$ cat src/rtl/demux_rr_sched.sv
// demux_rr_sched: round-robin burst scheduler driving a 1-to-4 demux with a one-beat output register.
// Optional per-sink transfer counters are enabled by defining DEMUX_RR_SCHED_STATS_EN.
module demux_rr_sched #(
    parameter int WIDTH = 8,
    parameter int BURST = 4
) (
`ifdef DEMUX_RR_SCHED_STATS_EN
    input  logic             stat_clr,
    output logic [63:0]      stat_cnt,
`endif
    input  logic             clk,
    input  logic             rst,
    input  logic             in_valid,
    input  logic [WIDTH-1:0] in_data,
    input  logic             in_last,
    output logic             in_ready,
    input  logic [3:0]       dst_en,
    output logic [WIDTH-1:0] out_data,
    output logic [3:0]       out_valid,
    input  logic [3:0]       out_ready,
    output logic             s0,
    output logic             s1,
    output logic             busy
);
    localparam int CW = BURST > 1 ? $clog2(BURST) : 1;

    typedef enum logic [1:0] {IDLE, ARB, XFER, DRAIN} state_t;

    state_t           state_q, state_d;
    logic [1:0]       ptr_q, ptr_d, sel_q, sel_d, hit;
    logic [CW-1:0]    cnt_q, cnt_d;
    logic             full_q, full_d, found, in_xfer, out_xfer;
    logic [WIDTH-1:0] data_q, data_d;

    assign out_xfer  = full_q & out_ready[sel_q];
    assign in_ready  = (state_q == XFER) && (!full_q || out_ready[sel_q]);
    assign in_xfer   = in_valid & in_ready;
    assign out_data  = data_q;
    assign out_valid = full_q ? 4'b0001 << sel_q : 4'b0000;
    assign {s1, s0}  = sel_q;
    assign busy      = state_q != IDLE;

    // Descending scan so the nearest enabled sink after ptr wins; offset 4 wraps to ptr itself.
    always_comb begin
        found = 1'b0;
        hit   = ptr_q;
        for (int k = 4; k >= 1; k--) begin
            if (dst_en[ptr_q + 2'(k)]) begin
                found = 1'b1;
                hit   = ptr_q + 2'(k);
            end
        end
    end

    always_comb begin
        state_d = state_q;
        ptr_d   = ptr_q;
        sel_d   = sel_q;
        cnt_d   = in_xfer ? cnt_q + CW'(1) : cnt_q;
        data_d  = in_xfer ? in_data : data_q;
        full_d  = in_xfer | (full_q & !out_xfer);
        case (state_q)
            IDLE:  state_d = in_valid ? ARB : IDLE;
            ARB: begin
                if (found) begin
                    sel_d   = hit;
                    cnt_d   = '0;
                    state_d = XFER;
                end
            end
            XFER:  state_d = (in_xfer && (in_last || cnt_q == CW'(BURST - 1))) ? DRAIN : XFER;
            DRAIN: begin
                if (!full_q || out_xfer) begin
                    ptr_d   = sel_q;
                    state_d = in_valid ? ARB : IDLE;
                end
            end
            default: state_d = IDLE;
        endcase
    end

    always_ff @(posedge clk) begin
        if (rst) begin
            state_q <= IDLE;
            ptr_q   <= 2'd3;
            sel_q   <= 2'd0;
            cnt_q   <= '0;
            full_q  <= 1'b0;
            data_q  <= '0;
        end else begin
            state_q <= state_d;
            ptr_q   <= ptr_d;
            sel_q   <= sel_d;
            cnt_q   <= cnt_d;
            full_q  <= full_d;
            data_q  <= data_d;
        end
    end

`ifdef DEMUX_RR_SCHED_STATS_EN
    logic [63:0] stat_q;

    assign stat_cnt = stat_q;

    always_ff @(posedge clk) begin
        for (int i = 0; i < 4; i++) begin
            if (rst || stat_clr)
                stat_q[16*i +: 16] <= '0;
            else if (out_xfer && sel_q == 2'(i) && stat_q[16*i +: 16] != 16'hFFFF)
                stat_q[16*i +: 16] <= stat_q[16*i +: 16] + 16'd1;
        end
    end
`endif
endmodule

$ cat config.mk
export PLATFORM = sky130hd
export DESIGN_NAME = demux_rr_sched
export DESIGN_NICKNAME = d
export VERILOG_FILES = /design/src/rtl/demux_rr_sched.sv
export SDC_FILE = /design/constraint.sdc
export NUM_CORES = 1
export LEC_CHECK = 0
export CAP_MARGIN = 10
export CORE_MARGIN = 1.5
export CORE_UTILIZATION = 35
export CTS_BUF_LIST = sky130_fd_sc_hd__clkbuf_8
export DETAILED_ROUTE_END_ITERATION = 8
export GPL_TIMING_DRIVEN = 1
export PLACE_DENSITY = 0.68
export SETUP_SLACK_MARGIN = 0.3
export SLEW_MARGIN = 20
export SYNTH_ARGS = -nofsm -noshare
export SYNTH_HDL_FRONTEND = slang
export SYNTH_SLANG_ARGS = --single-unit
$ cat constraint.sdc
create_clock -name clk -period 1.5 [get_ports clk]
set_input_delay 0.375 -clock clk [delete_from_list [all_inputs] [get_ports clk]]
set_output_delay 0.375 -clock clk [all_outputs]
set_load 0.01 [all_outputs]
==> results_tabular.tex, run 1 <==
\begin{tabular}{lr}
\hline
Metric & Value \\
\hline
\multicolumn{2}{l}{\textbf{Timing}} \\
Setup-failing EPs final & 7 \\
Worst setup slack after layout & -0.231 ns \\
Top achievable clock speed & 578 MHz \\
Final Hold Fails & 0 \\
Transition at the pin with the smallest max-transition slack & 0.284 ns \\
Final worst-path cycle share & 115\% \\
Slew headroom & 80.7\% \\
Count of final max-slew check failures & 0 \\
Clock tree skew after final layout & 0.00306 ns \\
Post-layout minimum cycle time & approximately 1.7 ns \\
Unrepaired setup endpoints after global routing & true \\
\multicolumn{2}{l}{\textbf{Die}} \\
Die area & 3190 µm² \\
Horizontal extent of the die & around 56 µm \\
Number of cell rows & 19 \\
IO Count & 36 \\
Starting density of the core & 36.6\% \\
Standard cell core area & 2730 µm² \\
Die height & 56.4 µm \\
\multicolumn{2}{l}{\textbf{Flow run}} \\
Number of max-capacitance violations reported & 0 \\
\multicolumn{2}{l}{\textbf{CTS}} \\
CTS Root Cell & sky130\_fd\_sc\_hd\_\_clkbuf\_8 \\
Max H-tree Level & 1 \\
Clock tree from TritonCTS & built \\
Clock latency on the worst-skew pair & 0.25 ns \\
Clock slew at reported path FFs & 0.07 ns \\
Clock tree sinks & 17 \\
Buffer depth of the longest clock path & 2 \\
Number of buffers inserted during clock tree synthesis & 3 \\
\multicolumn{2}{l}{\textbf{Yosys}} \\
Leading post-synthesis cells by instance count & sky130\_fd\_sc\_hd\_\_dfxtp\_1, sky130\_fd\_sc\_hd\_\_a21oi\_1, sky130\_fd\_sc\_hd\_\_nand3\_1 \\
Netlist area before placement & 1000 µm² \\
Flops \& latches, synth & 17 \\
Yosys top cell by area & sky130\_fd\_sc\_hd\_\_dfxtp\_1 \\
Synthesized instance count & 114 \\
Post-synthesis area per instance & 8.77 µm² \\
Synthesized Nets & 139 \\
Cell variety after synth & 39 \\
Number of flops mapped to enable cells by yosys & 0 \\
Share of synthesized area occupied by flip-flops and latches & 34.0\% \\
Dominant cell by count in the synthesized netlist & sky130\_fd\_sc\_hd\_\_dfxtp\_1 \\
Post-synth top flop & sky130\_fd\_sc\_hd\_\_dfxtp\_1 \\
Yosys warns & 0 \\
Area share of the largest cell type after synthesis & between 30\% and 40\% \\
Most area-consuming cells after synthesis & sky130\_fd\_sc\_hd\_\_dfxtp\_1, sky130\_fd\_sc\_hd\_\_a21oi\_1, sky130\_fd\_sc\_hd\_\_ha\_1 \\
Async S/R FF share, synth & 0\% \\
\multicolumn{2}{l}{\textbf{Detailed routing}} \\
Antenna-violating nets left & 0 \\
Final wirelength & 3200 µm \\
DRC violation count after routing & 0 \\
Violation count after the first detailed-route iteration & 29 \\
DR WL/cell & between 15 and 20 µm \\
Routed vias & 1121 \\
Number of detailed-route iterations in the first pass & 3 \\
Average via count per standard cell & 5.31 \\
\multicolumn{2}{l}{\textbf{Global route}} \\
Number of global-route vias before repair & 1107 \\
Wire length of the first global-routing pass & 4900 µm \\
Maximum number of pins on one net before global-route repair & 18 \\
GRT Util Overall & 19.8\% \\
Number of antenna violations at the first check in global routing & 0 \\
Grt total ovfl & 0 \\
\multicolumn{2}{l}{\textbf{Power and ir drop}} \\
Register share of total power & approximately 39\% \\
Combinational fraction of design power & 35.0\% \\
P\_leak & 0.784 nW \\
Switching power of the nets & 0.373 mW \\
Clock share of power & 26.1\% \\
Largest voltage drop on the vdd net & 0.688 mV \\
Tot Pwr & around 1.3 mW \\
Switching portion of total power & 28.9\% \\
Power per cell area & 710 nW/µm² \\
Cell-internal power & between 0.9 and 1 mW \\
\multicolumn{2}{l}{\textbf{Run status}} \\
Failing checks & setup timing \\
Result of the run & finished, violations left \\
\multicolumn{2}{l}{\textbf{Worst setup path}} \\
Slowest cell on the critical path & sky130\_fd\_sc\_hd\_\_dfxtp\_4 \\
Kind of launch point of the worst setup path & flop \\
Worst-path fanout max & 4 \\
Worst setup path class & reg2out \\
Worst Path Required & 1.12 ns \\
Kind of end point of the critical path & primary output \\
Series of cell instances along the critical path & mux2\_4, o221ai\_4, inv\_2, buf\_6 \\
Family with the most delay on the worst path & flip-flops \\
Buf+Inv Stages, Crit Path & 2 \\
Signal arrival time at the worst endpoint & 1.36 ns \\
Highest cell delay on the worst timing path & 0.37 ns \\
\multicolumn{2}{l}{\textbf{Layout}} \\
Seq. cell area & around 360 µm² \\
Synthesis-to-finish area growth & 81.7\% \\
Total area of multi-input combinational cells & about 730 µm² \\
\# diodes & 0 \\
Final nets & 206 \\
Fillers & 225 \\
Layout cells sized above 1 & 51.1\% \\
\multicolumn{2}{l}{\textbf{Placed design}} \\
Worst slack after detailed placement & -0.739 ns \\
Global placer's final weighted congestion & 0.795 \\
Count of input and output buffers & 35 \\
Detail Placement HPWL & between 2000 and 2500 µm \\
\multicolumn{2}{l}{\textbf{Hold path}} \\
Worst hold path class & reg2reg \\
\hline
\end{tabular}
-- worst min-delay path, cell delays in order (launching register included) --
cell	delay [ns]
sky130_fd_sc_hd__dfxtp_1	0.32
sky130_fd_sc_hd__o21ai_2	0.06
sky130_fd_sc_hd__a211oi_2	0.05
-- flip-flops by register name, indices dropped and copies added (netlist names) --
| signal | count |
|---|---|
| sel_q | 2 |
| out_data | 8 |
| cnt_q | 2 |
| ptr_q | 2 |
| full_q | 1 |
| state_q | 2 |
-- power by group through the flow --
stage	clock network (mW)	logic (mW)	registers (mW)
3_5_place_dp	0	0.335	0.506
3_3_place_gp	0	0.327	0.505
5_1_grt	0.363	0.481	0.505
6_report	0.337	0.451	0.502
4_1_cts	0.343	0.398	0.500
2_1_floorplan	0	0.157	0.513
-- cell type report --
type	count	area share (%)
clock buffers	3	2.27
well taps	31	2.13
multi-input cells	84	40.1
flip-flops and latches	17	19.8
inverters	6	1.24
repair buffers	69	34.3
clock inverters	1	0.207
-- routing by layer --
layer	share of wire [%]	GRT usage, %	vias to the layer above
li1	-	-	552
met5	0	0	-
met2	53	36.7	38
met1	40	21.2	525
met4	1.7	7.48	0
met3	4.8	4.84	6
-- worst paths after layout --
check | start | slack, ns | cells past startpoint | to
worst max-delay path | sel_q[1]$_SDFFE_PP0P_ | -0.23 | 4 | in_ready
worst min-delay path | cnt_q[1]$_SDFF_PP0_ | 0.47 | 2 | cnt_q[1]$_SDFF_PP0_
worst max register to register | sel_q[1]$_SDFFE_PP0P_ | -0.19 | 7 | ptr_q[0]$_SDFFE_PP1P_
worst min register to register | cnt_q[1]$_SDFF_PP0_ | 0.47 | 2 | cnt_q[1]$_SDFF_PP0_
-- cell families after synthesis --
kind of cell | share of synthesized area (%)
muxes | 6.01
adders and majority gates | 6.26
DFF | 34.0
AOI/OAI and AO/OA | 28.0
buffers and inverters | 6.51
and+or+nand+nor | 19.2
-- repair_timing --
| item | in CTS | in global routing |
|---|---|---|
| buffers inserted | 6 | 5 |
| hold buffers | 0 | 0 |
| pin swaps | 12 | 7 |
| gates resized for setup | 106 | 24 |
| setup endpoints to repair | 33 | 33 |
| cloned | 0 | 1 |
-- cells in the final DEF, fill, tap and decap left out, types with 2 or more instances in the layout --
cell type	n
sky130_fd_sc_hd__nor2_1	3
sky130_fd_sc_hd__nand2_1	3
sky130_fd_sc_hd__clkdlybuf4s50_1	11
sky130_fd_sc_hd__nand2b_1	3
sky130_fd_sc_hd__o21ai_1	5
sky130_fd_sc_hd__a211oi_2	2
sky130_fd_sc_hd__dfxtp_4	3
sky130_fd_sc_hd__dlygate4sd2_1	4
sky130_fd_sc_hd__nand3_2	2
sky130_fd_sc_hd__buf_2	9
sky130_fd_sc_hd__clkbuf_8	3
sky130_fd_sc_hd__mux2_4	2
sky130_fd_sc_hd__clkdlybuf4s15_1	4
sky130_fd_sc_hd__buf_6	19
sky130_fd_sc_hd__a21oi_1	14
sky130_fd_sc_hd__ha_4	3
sky130_fd_sc_hd__dfxtp_2	6
sky130_fd_sc_hd__mux2i_1	2
sky130_fd_sc_hd__dfxtp_1	8
sky130_fd_sc_hd__a211o_1	2
sky130_fd_sc_hd__inv_2	4
sky130_fd_sc_hd__buf_4	19
sky130_fd_sc_hd__ha_1	2
sky130_fd_sc_hd__nand3_1	7
sky130_fd_sc_hd__and3_4	2
sky130_fd_sc_hd__nor2_2	2
sky130_fd_sc_hd__inv_1	3
sky130_fd_sc_hd__o21ai_0	7
-- through the flow --
stage / TNS (ns) / hold WS, ns / util, % / cell area, µm² / instances
after floorplan: -0.0724 / 0.457 / - / 1020 / 114
after global placement: -6.14 / 0.457 / 55.9 / 1530 / 195
after detailed placement: -7.10 / 0.467 / 55.9 / 1530 / 195
after CTS: -0.629 / 0.475 / 63.9 / 1750 / 205
final: -0.754 / 0.473 / 66.5 / 1820 / 211
after global routing: -1.71 / 0.497 / 66.5 / 1820 / 211
Note: power is estimated with default switching activity, not from simulation.
==> run 2: changes to the inputs <==
--- a/config.mk
+++ b/config.mk
@@ -13,7 +13,6 @@
 export GPL_TIMING_DRIVEN = 1
 export PLACE_DENSITY = 0.68
 export SETUP_SLACK_MARGIN = 0.3
-export SLEW_MARGIN = 20
 export SYNTH_ARGS = -nofsm -noshare
 export SYNTH_HDL_FRONTEND = slang
 export SYNTH_SLANG_ARGS = --single-unit
==> results of run 2 <==
Same layout as run 1: the final DEF is identical, and so are final timing and power.
==> run 3: changes to the inputs <==
--- a/config.mk
+++ b/config.mk
@@ -11,7 +11,7 @@
 export CTS_BUF_LIST = sky130_fd_sc_hd__clkbuf_8
 export DETAILED_ROUTE_END_ITERATION = 8
 export GPL_TIMING_DRIVEN = 1
-export PLACE_DENSITY = 0.68
+export PLACE_DENSITY = 0.65
 export SETUP_SLACK_MARGIN = 0.3
 export SYNTH_ARGS = -nofsm -noshare
 export SYNTH_HDL_FRONTEND = slang
==> constraint.sdc (replaced) <==
create_clock -name clk -period 1.81 [get_ports clk]
set_input_delay 0.4525 -clock clk [delete_from_list [all_inputs] [get_ports clk]]
set_output_delay 0.4525 -clock clk [all_outputs]
set_load 0.01 [all_outputs]
==> results_tabular.tex, run 3 (same netlist as run 1, synthesis figures left out) <==
\begin{tabular}{lr}
\hline
Metric & Value \\
\hline
\multicolumn{2}{l}{\textbf{Layout}} \\
Total area of multi-input combinational cells & between 600 and 700 µm² \\
Layout cells sized above 1 & 39.4\% \\
Final nets & 196 \\
Max FFs per register & 8 \\
Fillers & 244 \\
Most common library cell in the layout ignoring fill and taps & sky130\_fd\_sc\_hd\_\_buf\_4 \\
Seq. cell area & 352 µm² \\
Most frequent cells in the layout & sky130\_fd\_sc\_hd\_\_buf\_4, sky130\_fd\_sc\_hd\_\_dlygate4sd2\_1, sky130\_fd\_sc\_hd\_\_dfxtp\_1 \\
Synthesis-to-finish area growth & 69.1\% \\
Finished Cell Area & roughly 1700 µm² \\
\# diodes & 0 \\
\multicolumn{2}{l}{\textbf{Worst setup path}} \\
Kind of launch point of the worst setup path & primary input \\
Worst Path Required & 1.36 ns \\
Kind of end point of the critical path & primary output \\
Signal arrival time at the worst endpoint & 1.37 ns \\
Worst setup path class & in2out \\
Worst-path fanout max & 2 \\
\multicolumn{2}{l}{\textbf{CTS}} \\
Buffer depth of the longest clock path & 2 \\
CTS Root Cell & sky130\_fd\_sc\_hd\_\_clkbuf\_8 \\
Number of buffers inserted for hold repair after clock tree synthesis & 0 \\
Clock latency on the worst-skew pair & 0.25 ns \\
Clock tree sinks & 17 \\
Clock tree from TritonCTS & built \\
Number of buffers inserted during clock tree synthesis & 3 \\
Clock slew at reported path FFs & about 0.07 ns \\
Max H-tree Level & 1 \\
\multicolumn{2}{l}{\textbf{Die}} \\
Die area & 3190 µm² \\
Number of cell rows & 19 \\
Horizontal extent of the die & 56.4 µm \\
IO Count & 36 \\
Standard cell core area & 2730 µm² \\
Starting density of the core & 36.6\% \\
Die height & approximately 56 µm \\
\multicolumn{2}{l}{\textbf{Global route}} \\
Wire length of the first global-routing pass & 4720 µm \\
Grt total ovfl & 0 \\
Number of antenna violations at the first check in global routing & 0 \\
GRT Util Overall & 18.5\% \\
Maximum number of pins on one net before global-route repair & 13 \\
Number of global-route vias before repair & 1069 \\
\multicolumn{2}{l}{\textbf{Power and ir drop}} \\
Largest voltage drop on the vdd net & 0.577 mV \\
Switching power of the nets & around 0.30 mW \\
Switching portion of total power & 29.3\% \\
Register share of total power & 40.4\% \\
Power per cell area & 610 nW/µm² \\
Combinational fraction of design power & 31.8\% \\
Clock share of power & 27.8\% \\
P\_leak & 0.750 nW \\
Cell-internal power & 0.729 mW \\
\multicolumn{2}{l}{\textbf{Timing}} \\
Count of final max-slew check failures & 0 \\
Worst setup slack after layout & -0.0108 ns \\
Clock tree skew after final layout & about 0.0011 ns \\
Top achievable clock speed & 549 MHz \\
Post-layout minimum cycle time & 1.82 ns \\
Setup-failing EPs final & 1 \\
Transition at the pin with the smallest max-transition slack & 0.428 ns \\
Slew headroom & 71.1\% \\
Total Negative Setup Slacks & -0.0108 ns \\
Unrepaired setup endpoints after global routing & true \\
Final worst-path cycle share & 101\% \\
Final Hold Fails & 0 \\
\multicolumn{2}{l}{\textbf{Run status}} \\
Failing checks & setup timing \\
Result of the run & finished, violations left \\
\multicolumn{2}{l}{\textbf{Detailed routing}} \\
Violation count after the first detailed-route iteration & 26 \\
DRC violation count after routing & 0 \\
Final wirelength & 3140 µm \\
Average via count per standard cell & 5.38 \\
DR WL/cell & about 16 µm \\
Antenna-violating nets left & 0 \\
Routed vias & 1081 \\
Number of detailed-route iterations in the first pass & 4 \\
\multicolumn{2}{l}{\textbf{Hold path}} \\
Worst hold path class & reg2reg \\
\multicolumn{2}{l}{\textbf{Placed design}} \\
Global placer's final weighted congestion & 0.767 \\
Detail Placement HPWL & 2130 µm \\
Count of input and output buffers & 35 \\
Placed cell area & 1460 µm² \\
\multicolumn{2}{l}{\textbf{Flow run}} \\
Number of max-capacitance violations reported & 0 \\
\hline
\end{tabular}
## run 3: metrics by stage
| step | utilization, % | total power [mW] | hold WS [ns] | instances | setup WS (ns) |
|---|---|---|---|---|---|
| after detailed placement | 53.4 | 0.681 | 0.471 | 188 | -0.565 |
| after global routing | 61.8 | 1.07 | 0.499 | 201 | -0.0428 |
| final | 61.8 | 1.03 | 0.480 | 201 | -0.0108 |
| after CTS | 57.5 | 0.988 | 0.480 | 197 | 0.00303 |
| after global placement | 53.4 | 0.672 | 0.461 | 188 | -0.543 |
| after floorplan | - | 0.548 | 0.462 | 114 | 0.141 |
## run 3: final timing paths
check / startpoint / end / slack, ns / depth (start not counted)
setup reg to reg: sel_q[1]$_SDFFE_PP0P_ / ptr_q[0]$_SDFFE_PP1P_ / 0.07 / 7
setup / recovery: out_ready[2] / in_ready / -0.01 / 5
hold reg to reg: out_data[4]$_SDFFE_PP0P_ / out_data[4]$_SDFFE_PP0P_ / 0.48 / 2
hold / removal: out_data[4]$_SDFFE_PP0P_ / out_data[4]$_SDFFE_PP0P_ / 0.48 / 2
## run 3: power groups by stage
stage          sequential [mW]  combinational [mW]  clock [mW]
3_3_place_gp             0.418               0.254           0
4_1_cts                  0.412               0.283       0.292
3_5_place_dp             0.420               0.261           0
2_1_floorplan            0.421               0.127           0
5_1_grt                  0.419               0.355       0.302
6_report                 0.417               0.327       0.287
## run 3: metal layers
metal	vias to the layer above	track usage [%]	wire length, µm
met5	-	0	0
met4	0	7.82	64
met3	8	5.07	218
met2	46	32.9	1640
met1	502	20.4	1220
li1	525	-	-
## run 3: critical path, stage by stage
cell                            delay, ns
sky130_fd_sc_hd__dlygate4sd2_1       0.26
sky130_fd_sc_hd__mux2_4              0.29
sky130_fd_sc_hd__o221ai_4            0.18
sky130_fd_sc_hd__inv_2               0.06
sky130_fd_sc_hd__buf_6               0.12
## run 3: timing repair
action	in CTS	in global routing
buffers inserted	5	4
pin swaps	6	8
endpoints found under the hold margin	0	0
endpoints found under the setup margin	33	20
gates resized for setup	64	26
## run 3: final cells by class
class | instances | share of cell area [%]
clock inverters | 1 | 0.296
repair buffers | 59 | 31.4
flip-flops and latches | 17 | 20.8
multi-input cells | 84 | 41.3
well taps | 31 | 2.29
inverters | 6 | 1.48
clock buffers | 3 | 2.44
==> patch 1, RTL diff (config.mk and constraints of run 1) <==
The 4 states of `state_t` get a one-hot encoding in 4 bits.
--- a/src/rtl/demux_rr_sched.sv
+++ b/src/rtl/demux_rr_sched.sv
@@ -24,7 +24,7 @@
 );
     localparam int CW = BURST > 1 ? $clog2(BURST) : 1;
 
-    typedef enum logic [1:0] {IDLE, ARB, XFER, DRAIN} state_t;
+    typedef enum logic [3:0] {IDLE = 4'b0001, ARB = 4'b0010, XFER = 4'b0100, DRAIN = 4'b1000} state_t;
 
     state_t           state_q, state_d;
     logic [1:0]       ptr_q, ptr_d, sel_q, sel_d, hit;
Behaviour: same outputs for any inputs over 10 cycles, from zero or initial values and one cycle with rst high; not proved beyond that.
==> patch 1 against run 1 <==
Clock skew down 0.00069 ns; sequential cell count rose by 2; global-route usage increased by 0.19 points; cell area rose by 6.8%; via count increased by 6.0%; count of clock-buffer cells in the layout is the same; area after synthesis rose by 0.88%; critical path depth stayed put; setup slack got worse by 0.070 ns; the run still ends with setup timing left; wire length increased by 9.9%; critical path type unchanged.
Power is not compared: it rests on default switching activity, and its combinational part moved more than twofold at a synthesized area within 25%.
==> patch 1: results (changes against run 1) <==
- Fraction of area in non-clock buffers: 0.369 (+0.0258)
- Routed WL per cell: 16.0 um (+5.4%)
- Sum of routed wire segments on met1: 1.30 mm (+0.70%)
- Non-clock buffers: 76 (+10%)
- Top cells by count, synth: dfxtp_1, nor2_1, a21oi_1, nand3_1, o21ai_1
- CTS Sinks: 19 (+2)
- Status: complete, but fails checks
- DRT Pass-1 Iters: 4 (+1)
- R2R cell count: 9 (+2)
- Failing checks: setup timing
- Final setup margin: -0.301 ns (-0.0702 ns)
- Arr. time, crit path: 1.43 ns (+0.07 ns)
- Total area of sequential cells: 404 um2 (+13%)
- # setup viols final: 21 (+14)
- Sequential share of the synthesized area: 0.377 (+0.0367)
- Critical Path Fanout Max: 3 (-1)
- Number of distinct library cells after synthesis: 38 (-2.6%)
- Yosys top cell area share: 0.377 (+0.0367)
- R2R Path Start: sel_q[0]$_SDFFE_PP0P_
- GRT Total Usage: 0.200 (+0.00192)
- Cell Count, Final, Fillers Out: 220 (+4.3%)
- Area of the multi-input gates: 731 um2 (+0.34%)
- Fin Setup TNS: -4.12 ns (-3.37 ns)
- Nets: 211 (+2.4%)
- Vias/cell: 5.40 (+1.6%)
- Mapped Avg Cell Area: 8.69 um2 (-0.86%)
- Filler cell count: 210 (-6.7%)
- 1st-iter DRT viols: 32 (+10%)
- Slew headroom: 0.684 (-0.123)
- Post-DP HPWL: 2.23 mm (+5.2%)
## patch 1: through the flow
| stage | cell area, um2 | setup slack [ns] |
|---|---|---|
| floorplan | 1050 | -0.178 |
| global placement | 1590 | -0.784 |
| detailed placement | 1590 | -0.786 |
| CTS | 1790 | -0.296 |
| global route | 1940 | -0.356 |
| finish | 1940 | -0.301 |
## patch 1: cells by family (layout without fill, tap and decap cells)
group,Yosys count,count (layout),synth area share
muxes,3,3,0.0397
AOI/OAI and AO/OA,35,35,0.227
DFF,19,19,0.377
and+or+nand+nor,49,49,0.290
xor gates and xnor gates,1,1,0.00869
buffers and inverters,8,81,0.0447
adders and majority gates,1,1,0.0124
## patch 1: routing by layer
metal | up-vias | global-route usage
met1 | 579 | 0.201
met2 | 35 | 0.402
met3 | 6 | 0.0553
met5 | - | 0
li1 | 568 | -
met4 | 0 | 0.0340
## patch 1: worst min path at each step
stage	start	endpoint	slack, ns
final	out_data[6]$_SDFFE_PP0P_	out_data[6]$_SDFFE_PP0P_	0.46
after global routing	out_data[3]$_SDFFE_PP0P_	out_data[3]$_SDFFE_PP0P_	0.48
after CTS	out_data[0]$_SDFFE_PP0P_	out_data[0]$_SDFFE_PP0P_	0.45
after detailed placement	out_data[6]$_SDFFE_PP0P_	out_data[6]$_SDFFE_PP0P_	0.47
after global placement	cnt_q[1]$_SDFF_PP0_	cnt_q[1]$_SDFF_PP0_	0.46
after floorplan	cnt_q[1]$_SDFF_PP0_	cnt_q[1]$_SDFF_PP0_	0.46
## patch 1: power by group
part / switching [mW] / internal, mW / total [mW]
Clock: 0.177 / 0.182 / 0.359
Combinational: 0.0630 / 0.103 / 0.166
Sequential: 0.00502 / 0.504 / 0.509
Total: 0.245 / 0.789 / 1.03
==> patch 2, RTL diff (flow settings as in run 1) <==
Made on the original files. Add a define of `DEMUX_RR_SCHED_STATS_EN`.
--- a/src/rtl/demux_rr_sched.sv
+++ b/src/rtl/demux_rr_sched.sv
@@ -1,5 +1,7 @@
 // demux_rr_sched: round-robin burst scheduler driving a 1-to-4 demux with a one-beat output register.
 // Optional per-sink transfer counters are enabled by defining DEMUX_RR_SCHED_STATS_EN.
+`define DEMUX_RR_SCHED_STATS_EN
+
 module demux_rr_sched #(
     parameter int WIDTH = 8,
     parameter int BURST = 4
Interface: changed (added stat_clr and stat_cnt); port bits go from 36 to 101. The function was not compared with the original's and may differ.
==> patch 2 against run 1 <==
The run still ends with setup timing left; clock skew is 0.0041 ns higher; global-route usage rose by 3.5 points; sequential share of layout area up 1.1 points; setup slack got worse by 0.39 ns; sequential cell count rose by 64; cell area grew to 4.7 times the old value; area after synthesis grew to 4.0 times the old value; total power grew to 3.5 times the old value; core utilization increased by 12 points; wire length rose to 4.5 times the old value.
==> patch 2: results (changes against run 1) <==
- Flop-to-flop setup slack: -0.54 ns (-0.35 ns)
- Top cells by area, synth: dfxtp_1, xnor2_1, nor2_1
- Sw Pwr: 1.11 mW (+200%)
- # setup viols final: 85 (+78)
- Critical Path Fanout Max: 2 (-2)
- Sequential Power Share: 0.473 (+0.084)
- Failing checks: setup timing
- Cell Count, Final, Fillers Out: 915 (+330%)
- Hold endpoint: out_data[7]$_SDFFE_PP0P_
- Hold slack: 0.514 ns (+0.0406 ns)
- GRT Total Usage: 0.232 (+0.0345)
- Cells after Synth: 469 (+310%)
- Status: complete, but fails checks
- Top cells by count, synth: dfxtp_1, nor2_1, xnor2_1, nor3_1, nand2_1
- Clk Latency, worst-skew pair: 0.36 ns (+0.11 ns)
- Final setup margin: -0.626 ns (-0.395 ns)
- Number of distinct library cells after synthesis: 48 (+23%)
- Post-DP HPWL: 8.52 mm (+300%)
- Mapped Nets: 499 (+260%)
- Fin Setup TNS: -31.29 ns (-30.53 ns)
- Cell family with most CP delay: multiplexers
- First-pass GRT wire length: 22.2 mm (+350%)
- Nets: 800 (+290%)
- LEAKAGE: 3.38 nW (+330%)
- Share of layout cells above drive strength 1: 0.655 (+0.144)
-- patch 2: cell types whose count changed after synthesis, moves of 10 or more --
cell     change
nor2_1      +72
nand2_1     +21
nand3_1     +15
dfxtp_1     +64
xnor2_1     +45
mux2i_1     +12
or3_1       +10
nor3_1      +30
nor4_1      +11
nand4_1     +18
-- patch 2: logic make-up after synthesis --
| kind of cell | Yosys count | synth area share |
|---|---|---|
| buffers and inverters | 28 | 0.0309 |
| xor gates and xnor gates | 46 | 0.100 |
| adders and majority gates | 9 | 0.0281 |
| AOI/OAI and AO/OA | 43 | 0.0617 |
| and+or+nand+nor | 245 | 0.329 |
| muxes | 17 | 0.0458 |
| DFF | 81 | 0.404 |
-- patch 2: per-layer routing --
layer / GRT usage / wire length (um) / vias to the layer above
li1: - / - / 2281
met1: 0.288 / 6020 / 2275
met2: 0.409 / 7550 / 144
met3: 0.0294 / 651 / 27
met4: 0.0891 / 296 / 0
met5: 0 / 0 / -
-- patch 2: repair_timing --
action / in CTS / in global routing
endpoints found under the setup margin: 161 / 161
pin swaps: 75 / 39
setup buffers: 53 / 37
gates cloned: 1 / 0
resized for setup: 613 / 62
-- patch 2: cell type report --
type | count | area [um2]
clock buffers | 10 | 138
flip-flops and latches | 81 | 1790
fillers | 671 | 2430
repair buffers | 307 | 3090
well taps | 140 | 175
multi-input cells | 361 | 3280
inverters | 10 | 37.5
clock inverters | 6 | 81.3
-- patch 2: tightest hold or removal path, stage by stage (launching register included) --
cell and delay, ns:
dfxtp_2 0.34, mux2i_1 0.06, nor2_1 0.07
